**src/rtl/haar_stage_accumulator.sv**
```systemverilog
// Per-stage accumulator for Haar cascade leaf values: saturating signed sum of
// N leaf values, signed compare against the stage threshold, registered verdict.
module haar_stage_accumulator #(
    parameter int DATA_WIDTH  = 8,
    parameter int SUM_WIDTH   = 16,
    parameter int COUNT_WIDTH = 8
) (
    input  logic                        clk,
    input  logic                        reset,
    input  logic                        i_start,
    input  logic [COUNT_WIDTH-1:0]      i_num_classifiers,
    input  logic signed [SUM_WIDTH-1:0] i_stage_threshold,
    input  logic                        i_valid,
    input  logic signed [DATA_WIDTH-1:0] i_haarvalue,
    output logic                        o_ready,
    output logic                        o_busy,
    output logic                        o_done,
    output logic                        o_pass,
    output logic signed [SUM_WIDTH-1:0] o_sum
);

    localparam logic signed [SUM_WIDTH-1:0] SUM_MAX = {1'b0, {(SUM_WIDTH-1){1'b1}}};
    localparam logic signed [SUM_WIDTH-1:0] SUM_MIN = {1'b1, {(SUM_WIDTH-1){1'b0}}};

    typedef enum logic [1:0] {
        IDLE   = 2'd0,
        ACCUM  = 2'd1,
        DECIDE = 2'd2,
        DONE   = 2'd3
    } state_t;

    state_t                    state;
    logic [COUNT_WIDTH-1:0]    num;
    logic [COUNT_WIDTH-1:0]    cnt;
    logic [COUNT_WIDTH-1:0]    cnt_next;
    logic signed [SUM_WIDTH-1:0] thr;
    logic signed [SUM_WIDTH-1:0] acc;
    logic signed [SUM_WIDTH-1:0] val_ext;
    logic [SUM_WIDTH:0]        wide;
    logic signed [SUM_WIDTH-1:0] sat_sum;

    // One guard bit: overflow shows up as the two top bits disagreeing,
    // and the guard bit carries the true sign of the unclamped result.
    always_comb begin
        val_ext  = SUM_WIDTH'(i_haarvalue);
        wide     = {acc[SUM_WIDTH-1], acc} + {val_ext[SUM_WIDTH-1], val_ext};
        sat_sum  = wide[SUM_WIDTH-1:0];
        if (wide[SUM_WIDTH] != wide[SUM_WIDTH-1])
            sat_sum = wide[SUM_WIDTH] ? SUM_MIN : SUM_MAX;
        cnt_next = cnt + COUNT_WIDTH'(1);
    end

    always_ff @(posedge clk) begin
        if (reset) begin
            state   <= IDLE;
            num     <= '0;
            cnt     <= '0;
            thr     <= '0;
            acc     <= '0;
            o_ready <= 1'b0;
            o_busy  <= 1'b0;
            o_done  <= 1'b0;
            o_pass  <= 1'b0;
            o_sum   <= '0;
        end else begin
            case (state)
                IDLE: begin
                    o_done <= 1'b0;
                    if (i_start) begin
                        num    <= i_num_classifiers;
                        thr    <= i_stage_threshold;
                        acc    <= '0;
                        cnt    <= '0;
                        o_pass <= 1'b0;
                        o_sum  <= '0;
                        o_busy <= 1'b1;
                        // An empty stage skips accumulation and is judged on a zero sum.
                        if (i_num_classifiers != '0) begin
                            state   <= ACCUM;
                            o_ready <= 1'b1;
                        end else begin
                            state <= DECIDE;
                        end
                    end
                end
                ACCUM: begin
                    if (i_valid) begin
                        acc <= sat_sum;
                        cnt <= cnt_next;
                        if (cnt_next == num) begin
                            state   <= DECIDE;
                            o_ready <= 1'b0;
                        end
                    end
                end
                DECIDE: begin
                    o_pass <= (acc >= thr);
                    o_sum  <= acc;
                    o_done <= 1'b1;
                    state  <= DONE;
                end
                DONE: begin
                    o_done <= 1'b0;
                    o_busy <= 1'b0;
                    state  <= IDLE;
                end
                default: begin
                    state   <= IDLE;
                    o_ready <= 1'b0;
                    o_busy  <= 1'b0;
                    o_done  <= 1'b0;
                end
            endcase
        end
    end

endmodule
```
**config.mk**
```make
export PLATFORM = sky130hd
export DESIGN_NAME = haar_stage_accumulator
export DESIGN_NICKNAME = d
export VERILOG_FILES = /design/src/rtl/haar_stage_accumulator.sv
export SDC_FILE = /design/constraint.sdc
export NUM_CORES = 1
export LEC_CHECK = 0
export BUFFER_PORTS_ARGS = -buffer_cell sky130_fd_sc_hd__buf_2
export CORE_MARGIN = 8
export CORE_UTILIZATION = 36
export DETAILED_ROUTE_END_ITERATION = 10
export PLACE_DENSITY = 0.62
export REMOVE_ABC_BUFFERS = 1
export SETUP_SLACK_MARGIN = 0.3
export SLEW_MARGIN = 20
export SYNTH_ARGS = -nofsm -noshare
export SYNTH_HDL_FRONTEND = slang
export SYNTH_SLANG_ARGS = --single-unit
export TNS_END_PERCENT = 10
```
**constraint.sdc**
```tcl
create_clock -name clk -period 7.24 [get_ports clk]
set_input_delay 0.362 -clock clk [delete_from_list [all_inputs] [get_ports clk]]
set_output_delay 0.362 -clock clk [all_outputs]
set_load 0.02 [all_outputs]
```
## Word level (Yosys, flattened, before mapping)

Cells that the tools add are included.

| operators by class | value |
|---|---|
| multiplexer cells | 24 |
| eq/ne operators | 9 |
| reductions and logical operators | 13 |
| $lt $le $gt $ge | 1 |
| add/subtract/negate cells | 2 |

Operators with widths:

| operator | number |
|---|---|
| 2-to-1 mux 16 bit | 4 |
| case mux 16 bit (2 select lines) | 2 |
| adder 16 x 8 -> 17 bit | 1 |
| greater-or-equal comparator 16 bit | 1 |
| 2-to-1 mux 8 bit | 2 |
| case mux 8 bit (2 select lines) | 1 |
| adder 8 x 1 -> 8 bit (second input constant) | 1 |
| equality test 8 bit | 1 |
| 2-to-1 mux 2 bit | 4 |
| inequality test 2 bit (second input constant) | 4 |
| case mux 1 bit (2 select lines) | 4 |
| case mux 2 bit (4 select lines) | 1 |
| nonzero test 2 bit | 4 |
| nonzero test 8 bit | 1 |
| 2-to-1 mux 1 bit | 6 |
| AND reduction 2 bit | 3 |
| AND reduction 3 bit | 2 |
| AND reduction 5 bit | 1 |
| equality test 2 bit (second input constant) | 2 |
| equality test 2 x 1 -> 1 bit (second input constant) | 1 |
| zero test 2 bit | 1 |
| OR reduction 2 bit | 1 |
| inequality test 1 bit | 1 |

| word-level totals | value |
|---|---|
| register bits after elaboration | 70 |
| output and inout bits | 20 |
| word-level logic and storage cells | 59 |
| input bits | 36 |

## Logic depth before layout (Yosys ltp)

Gate-level depths: netlist (run 1).

| logic depth | value |
|---|---|
| depth in word-level cells | 5 |
| depth in mapped cells | 10 |
| mapped depth without buffers | 9 |

## Least setup slack after synthesis (run 1)

No wires, ideal clock.

| timing path | value |
|---|---|
| path kind | input to register |
| from | in i_haarvalue[0] |
| to | reg acc[10] |
| stages on the path | 10 |
| slack | 4.657 ns |
| library setup time | 0.117 ns |
| data required time | 7.123 ns |
| data arrival time | 2.466 ns |
| buffers on the path | 1 |
| cells stage by stage | ha_1 -> fa_1 -> a21o_1 -> a221oi_2 -> o211a_1 -> a221oi_4 -> nand3b_4 -> buf_8 -> a21o_1 -> a22o_1 |

| between the ends | value |
|---|---|
| word-level cells in the longest chain between the ends | 5 |
| elaborated cells on any way between the ends | 6 |
| those cells by class | add/sub: 1; eq/ne: 1; mux: 4 |

RTL lines:

| what | line | source |
|---|---|---|
| start, declared | 14 | `input logic signed [DATA_WIDTH-1:0] i_haarvalue,` |
| adder 16 x 8 -> 17 bit * | 46 | `wide = {acc[SUM_WIDTH-1], acc} + {val_ext[SUM_WIDTH-1], val_ext};` |
| 2-to-1 mux 16 bit / inequality test 1 bit (equally long branches) | 49, 48 |  |
| 2-to-1 mux 16 bit * | 48 | `if (wide[SUM_WIDTH] != wide[SUM_WIDTH-1])` |
| 2-to-1 mux 16 bit * | 87 | `if (i_valid) begin` |
| case mux 16 bit (2 select lines) * | 66 | `case (state)` |
| end signal, assigned | 88 | `acc <= sat_sum;` |
| end, declared | 37 | `logic signed [SUM_WIDTH-1:0] acc;` |

Every way passes the cells marked *; elsewhere a longest branch is shown, timed or not. The select of a mux whose other input is x is not followed.
A chain may end at the register's enable or synchronous reset.

## Final worst setup path (run 1)

| timing path | value |
|---|---|
| from | reg acc[1] |
| to | reg acc[0] |

| between the ends | value |
|---|---|
| word-level cells in the longest chain between the ends | 5 |
| elaborated cells on any way between the ends | 6 |
| those cells by class | add/sub: 1; eq/ne: 1; mux: 4 |

RTL lines:

| what | line |
|---|---|
| adder 16 x 8 -> 17 bit * | 46 |
| 2-to-1 mux 16 bit / inequality test 1 bit (equally long branches) | 49, 48 |
| 2-to-1 mux 16 bit * | 48 |
| 2-to-1 mux 16 bit * | 87 |
| case mux 16 bit (2 select lines) * | 66 |

Marked as above.

==> qor.txt, run 1 <==
R2R Path Start = acc[1]
Hpwl dp = 8.35 mm
Rel. slew slack = 0.411
Synth area leaders = dfxtp_1 (34%), ha_1 (11%), nand2_1 (6.6%), a21oi_1 (5.8%), nor2_1 (3.9%)
Syn_area_per_cell = 8.22 µm²
Mapped Cells = 507
WHS Path Cells = 3
Final GP Congestion = 0.888
Gr usage total = 0.149
Critical Path Source Type = flop
Post-synth top cells = nand2_1 (73), dfxtp_1 (70), a21oi_1 (48), nor2_1 (43), ha_1 (38)
Num rows = 39
CTS tree = built
Run status = completed
Worst-Margin Slew = 884 ps
Largest fanout on the critical path = 14
Top-count cell post-synth = nand2_1
Combinational fraction of design power = 0.370
First-pass GRT wire length = 18.3 mm
Die height = 124 µm
Clk slew on worst S/H paths = 60 ps
# IOs = 56
Final Skew = 5.17 ps
Final wirelength = 11.0 mm
Wire length on met3 = 670 µm
Post-synthesis mux area share = 0.00721
Fin. Hold Viols = 0
Clk network pwr share = 0.301
Post-synthesis sequential area ratio = 0.336
Netlist Area Pre-Place = 0.00417 mm²
Die area = 0.0153 mm²
Post-Synth XOR/XNOR Area = 0.0462
Tot Pwr = 1.44 mW
Synth Area in Simple Gates = 0.189
Die W = 124 µm
Final setup margin = 4400 ps
Average routed wire per standard cell = 15.7 µm
Crit path capture type = flop
Layout cells sized above 1 = 0.151
Post-synth top area cell = dfxtp_1
Slew Limit Fails = 0
Count of nets after finishing = 627
Worst r2r path cells = 8
WP data arrival = 3030 ps
Clock buffer count from CTS = 9
Setup bufs post-CTS = 0
Hold Crit Class = in -> reg
Post-synth EDFFs = 0
Worst vdd ir = 0.206 mV
Hold Path Origin = i_stage_threshold[1]
Vias per cell = 5.38
Cell-internal power = 896 µW
RSZ-0062 raised after global routing = no
Flop pwr share = 0.330
ANT cells = 0
Max-Cap Viols = 0
Compound-Gate Fraction of Synth Area = 0.250
1st-iter DRT viols = 227
CTS root buffer = clkbuf_16
Met2 WL = 4.99 mm
Clock sink count = 70
Sw frac = 0.376
Area grow syn2layout = 15.8%
Worst skew pair latency = 330 ps
Final core utilization = 0.424
Hold_buf cts = 0
NetSw = 541 µW
DRT Pass-1 Iters = 4
Grt total ovfl = 0
Post-place setup slack = 4330 ps
Core Region = 0.0114 mm²
YS warnings = 0
Met1 wire length = 5.17 mm
Clk buf depth = 2
Post-cts resize count = 0
Largest net degree at the start of global routing = 63
Crit path from = acc[1]
Setup Total Neg Slack = 0 ps
Synth Area in Adders = 0.121
PortBufs = 55
Crit path time final = 2840 ps
PD cells = 298 mW/mm²
Post-synth top area share = 0.336
Distinct cells, synth = 55
Remaining DRCs = 0
Most used DFF post-synth = dfxtp_1
Antenna violation net count after detailed routing = 0
Vias = 3767
Fin crit share = 0.392
Leakage Power = 2.17 nW
Initial antenna violation count = 0
Largest family of logic cells by synthesized area = compound AO/OA/AOI/OAI gates
Layout filler cell count = 1161
Req. time, crit path = 7440 ps
Top Metal Used = met4
Final setup fails = 0
Vias in the first global route = 3820
Initial cell density of the core = 0.366
Critical path type = reg -> reg
H-tree depth = 3
Fmax achieved = 0.353 GHz
Synthesized flop and latch total = 70
Async SR Flop Fraction = 0
area by class of cell:
class,count,area [µm²],area share
sequential,70,1400,0.291
clock inverter,6,62.6,0.0130
tap,143,179,0.0371
multi-input combinational,387,2560,0.531
clock buffer,10,229,0.0475
inverter,27,101,0.0210
timing repair buffer,57,290,0.0602
power by group through the flow:
| stage | combinational, mW | clock (mW) | sequential (mW) |
|---|---|---|---|
| 6_report | 0.531 | 0.432 | 0.474 |
| 4_1_cts | 0.533 | 0.442 | 0.473 |
| 3_3_place_gp | 0.516 | 0 | 0.480 |
| 2_1_floorplan | 0.378 | 0 | 0.479 |
| 3_5_place_dp | 0.531 | 0 | 0.481 |
| 5_1_grt | 0.602 | 0.456 | 0.481 |
kinds of logic after synthesis:
family,after synthesis
xor gates and xnor gates,22
AOI/OAI and AO/OA,151
muxes,3
and+or+nand+nor,171
adders and majority gates,40
buffers and inverters,50
DFF,70
flip-flops by register name, indices dropped and copies added (netlist names):
register,cells
state,2
o_done,1
cnt,8
num,8
o_ready,1
acc,16
thr,16
o_sum,16
o_busy,1
o_pass,1
per-stage QoR:
| step | hold WS, ps | std cells | area (µm²) |
|---|---|---|---|
| finish | 263 | 700 | 4820 |
| detailed placement | 449 | 684 | 4530 |
| global route | 263 | 700 | 4820 |
| global placement | 446 | 684 | 4530 |
| CTS | 251 | 700 | 4820 |
| floorplan | 430 | 484 | 4060 |
final timing paths:
| path | slack [ps] | end |
|---|---|---|
| worst min-delay path | 260 | thr[1] |
| worst max register to register | 4400 | acc[0] |
| worst min register to register | 450 | thr[11] |
| worst max-delay path | 4400 | acc[0] |
critical path, stage by stage, from the launching register on:
cell	delay, ps
dfxtp_1	510
ha_1	310
a211oi_1	290
o21bai_2	160
o2111ai_1	280
mux2i_1	480
nand3b_4	270
a221oi_1	320
nor3_1	80
layout by cell type, fill, tap and decap left out, types with 4 or more instances in the layout:
cell	n
a21o_1	18
xnor2_1	14
nand2_1	73
ha_1	38
a21oi_1	48
buf_2	55
xor2_1	8
a22oi_1	20
o21ai_0	18
and3_1	5
dfxtp_1	70
nor2b_1	5
nand3_1	7
nor3_1	6
clkbuf_16	9
nor2_1	43
a211oi_1	4
inv_1	27
a22o_1	11
and2_1	5
nand2b_1	5
nand4_1	7
routing by layer:
layer	vias up	GRT usage
met5	-	0
met4	0	0.0474
met3	13	0.0358
met2	98	0.241
met1	1764	0.193
li1	1892	-
Power figures use the tool's default switching activity.
==> run 2, diff against run 1 <==
clock period = 2.7 ns   (was 7.24 ns; I/O delays follow)
==> run 2 against run 1 <==
Against the previous run:
- final cell count is 3.7% higher
- core utilization grew 3.6 points
- combinational power grew to 3.1 times the previous value
- clock-buffer cell count stayed put
- critical path type unchanged
- power increased to 2.9 times the previous value
- critical endpoint is now acc[5]
- global-route usage rose by 0.42 points
- routed wire length is 5.0% higher
- flip-flop and latch count stayed put
- largest power group unchanged
- non-clock buffer count increased by 24
- worst setup slack got worse by 4200 ps
==> qor.txt, run 2 (synthesized netlist as in run 1, its figures left out) <==
Remaining DRCs = 0
Fin crit share = 0.908
Core Region = 0.0114 mm²
First-pass GRT wire length = 18.9 mm
RSZ-0062 raised after global routing = yes
DRT Pass-1 Iters = 5
1st-iter DRT viols = 229
Final setup margin = 248 ps
Setup Total Neg Slack = 0 ps
Grt total ovfl = 0
Clock buffer count from CTS = 9
Clk buf depth = 2
Largest regs = acc x16, o_sum x16, thr x16
Leakage Power = 2.32 nW
Cell-internal power = 2.64 mW
H-tree depth = 3
Most common cell after layout, fill and taps aside = nand2_1
NetSw = 1.53 mW
Layout filler cell count = 1128
Hpwl dp = 8.39 mm
Die height = 124 µm
Tot Pwr = 4.17 mW
Wire length on met3 = 498 µm
Largest fanout on the critical path = 7
WP data arrival = 2670 ps
Top Metal Used = met4
Hold Crit Class = in -> reg
Combinational fraction of design power = 0.398
Rel. slew slack = 0.490
Vias in the first global route = 3811
Met2 WL = 5.20 mm
Worst skew pair latency = 330 ps
Fin. Hold Viols = 0
PD cells = 798 mW/mm²
Die W = 124 µm
CTS tree = built
Vias = 3927
Initial cell density of the core = 0.366
DP Area = 0.00463 mm²
Vias per cell = 5.41
Finished Layout Cells = 726
Crit path capture type = flop
ANT cells = 0
Final Skew = 5.49 ps
Critical path type = reg -> reg
Post-route cell area = 0.00523 mm²
Num rows = 39
Max-Cap Viols = 0
Average routed wire per standard cell = 15.8 µm
Critical Path Source Type = flop
Req. time, crit path = 2920 ps
Largest net degree at the start of global routing = 36
Die area = 0.0153 mm²
# IOs = 56
Count of nets after finishing = 653
Initial antenna violation count = 0
Flop pwr share = 0.304
Fmax achieved = 0.408 GHz
Antenna violation net count after detailed routing = 0
Run status = completed
Worst vdd ir = 0.550 mV
Clk slew on worst S/H paths = 60 ps
Layout cells sized above 1 = 0.228
Final setup fails = 0
PortBufs = 55
Met1 wire length = 5.60 mm
Most frequent cells in the layout = nand2_1 (73), dfxtp_1 (64), buf_2 (55), a21oi_1 (47), nor2_1 (43)
Slew Limit Fails = 0
Placed cell count = 697
Sw frac = 0.368
Final wirelength = 11.5 mm
Clk network pwr share = 0.298
Crit path time final = 2450 ps
Final GP Congestion = 0.839
Clock sink count = 70
Worst-Margin Slew = 762 ps
CTS root buffer = clkbuf_16
Post-place setup slack = 81.2 ps
Area grow syn2layout = 25.6%
Gr usage total = 0.154
[run 2: changes by cell type in the layout (fill, tap and decap cells not counted), sizes merged]
cell / previous run / this run
bufinv: 1 / 2
a21boi: 3 / 4
clkinvlp: 0 / 1
buf: 57 / 81
nand3b: 3 / 4
clkinv: 5 / 3
[run 2: worst max-delay path: stages, from the launching register on]
cell	delay [ps]
dfxtp_2	340
ha_4	160
fa_2	350
a21o_1	190
a221oi_2	310
o211a_1	290
a221oi_4	120
nand3b_4	220
a21o_1	200
a22o_1	170
[run 2: final cells by class]
type,count,area [µm²],share of cell area
well taps,143,179,0.0342
multi-input cells,389,2740,0.525
clock buffers,10,229,0.0438
clock inverters,6,86.3,0.0165
inverters,27,101,0.0194
repair buffers,81,483,0.0923
flip-flops and latches,70,1410,0.269
[run 2: through the flow]
step                      hold slack, ps   util
after global routing                41.2  0.460
after global placement               381  0.407
final                               42.7  0.460
after detailed placement             385  0.407
after floorplan                      204      -
after CTS                           34.4  0.452
[run 2: final timing paths]
check / startpoint / end / slack, ps / cells after the start
setup / recovery: acc[0] / acc[5] / 250 / 9
hold / removal: i_stage_threshold[7] / thr[7] / 40 / 3
setup reg to reg: acc[0] / acc[5] / 250 / 9
hold reg to reg: thr[13] / thr[13] / 450 / 2
[run 2: power groups by stage]
stage	logic [mW]	registers (mW)	clock network (mW)
2_1_floorplan	1.01	1.28	0
3_3_place_gp	1.46	1.28	0
3_5_place_dp	1.49	1.29	0
4_1_cts	1.62	1.27	1.27
5_1_grt	1.84	1.29	1.32
6_report	1.66	1.27	1.24
[run 2: per-layer routing]
layer | GRT usage | vias up
met3 | 0.0290 | 16
met1 | 0.205 | 1854
met2 | 0.242 | 107
met4 | 0.0534 | 0
met5 | 0 | -
li1 | - | 1950
[run 2: timing repair]
action | CTS | global route
endpoints found under the hold margin | 0 | 0
gates cloned | 1 | 1
gates resized for setup | 21 | 12
hold buffers | 0 | 0
buffers inserted | 9 | 2
pin swaps | 12 | 8
endpoints found under the setup margin | 15 | 15
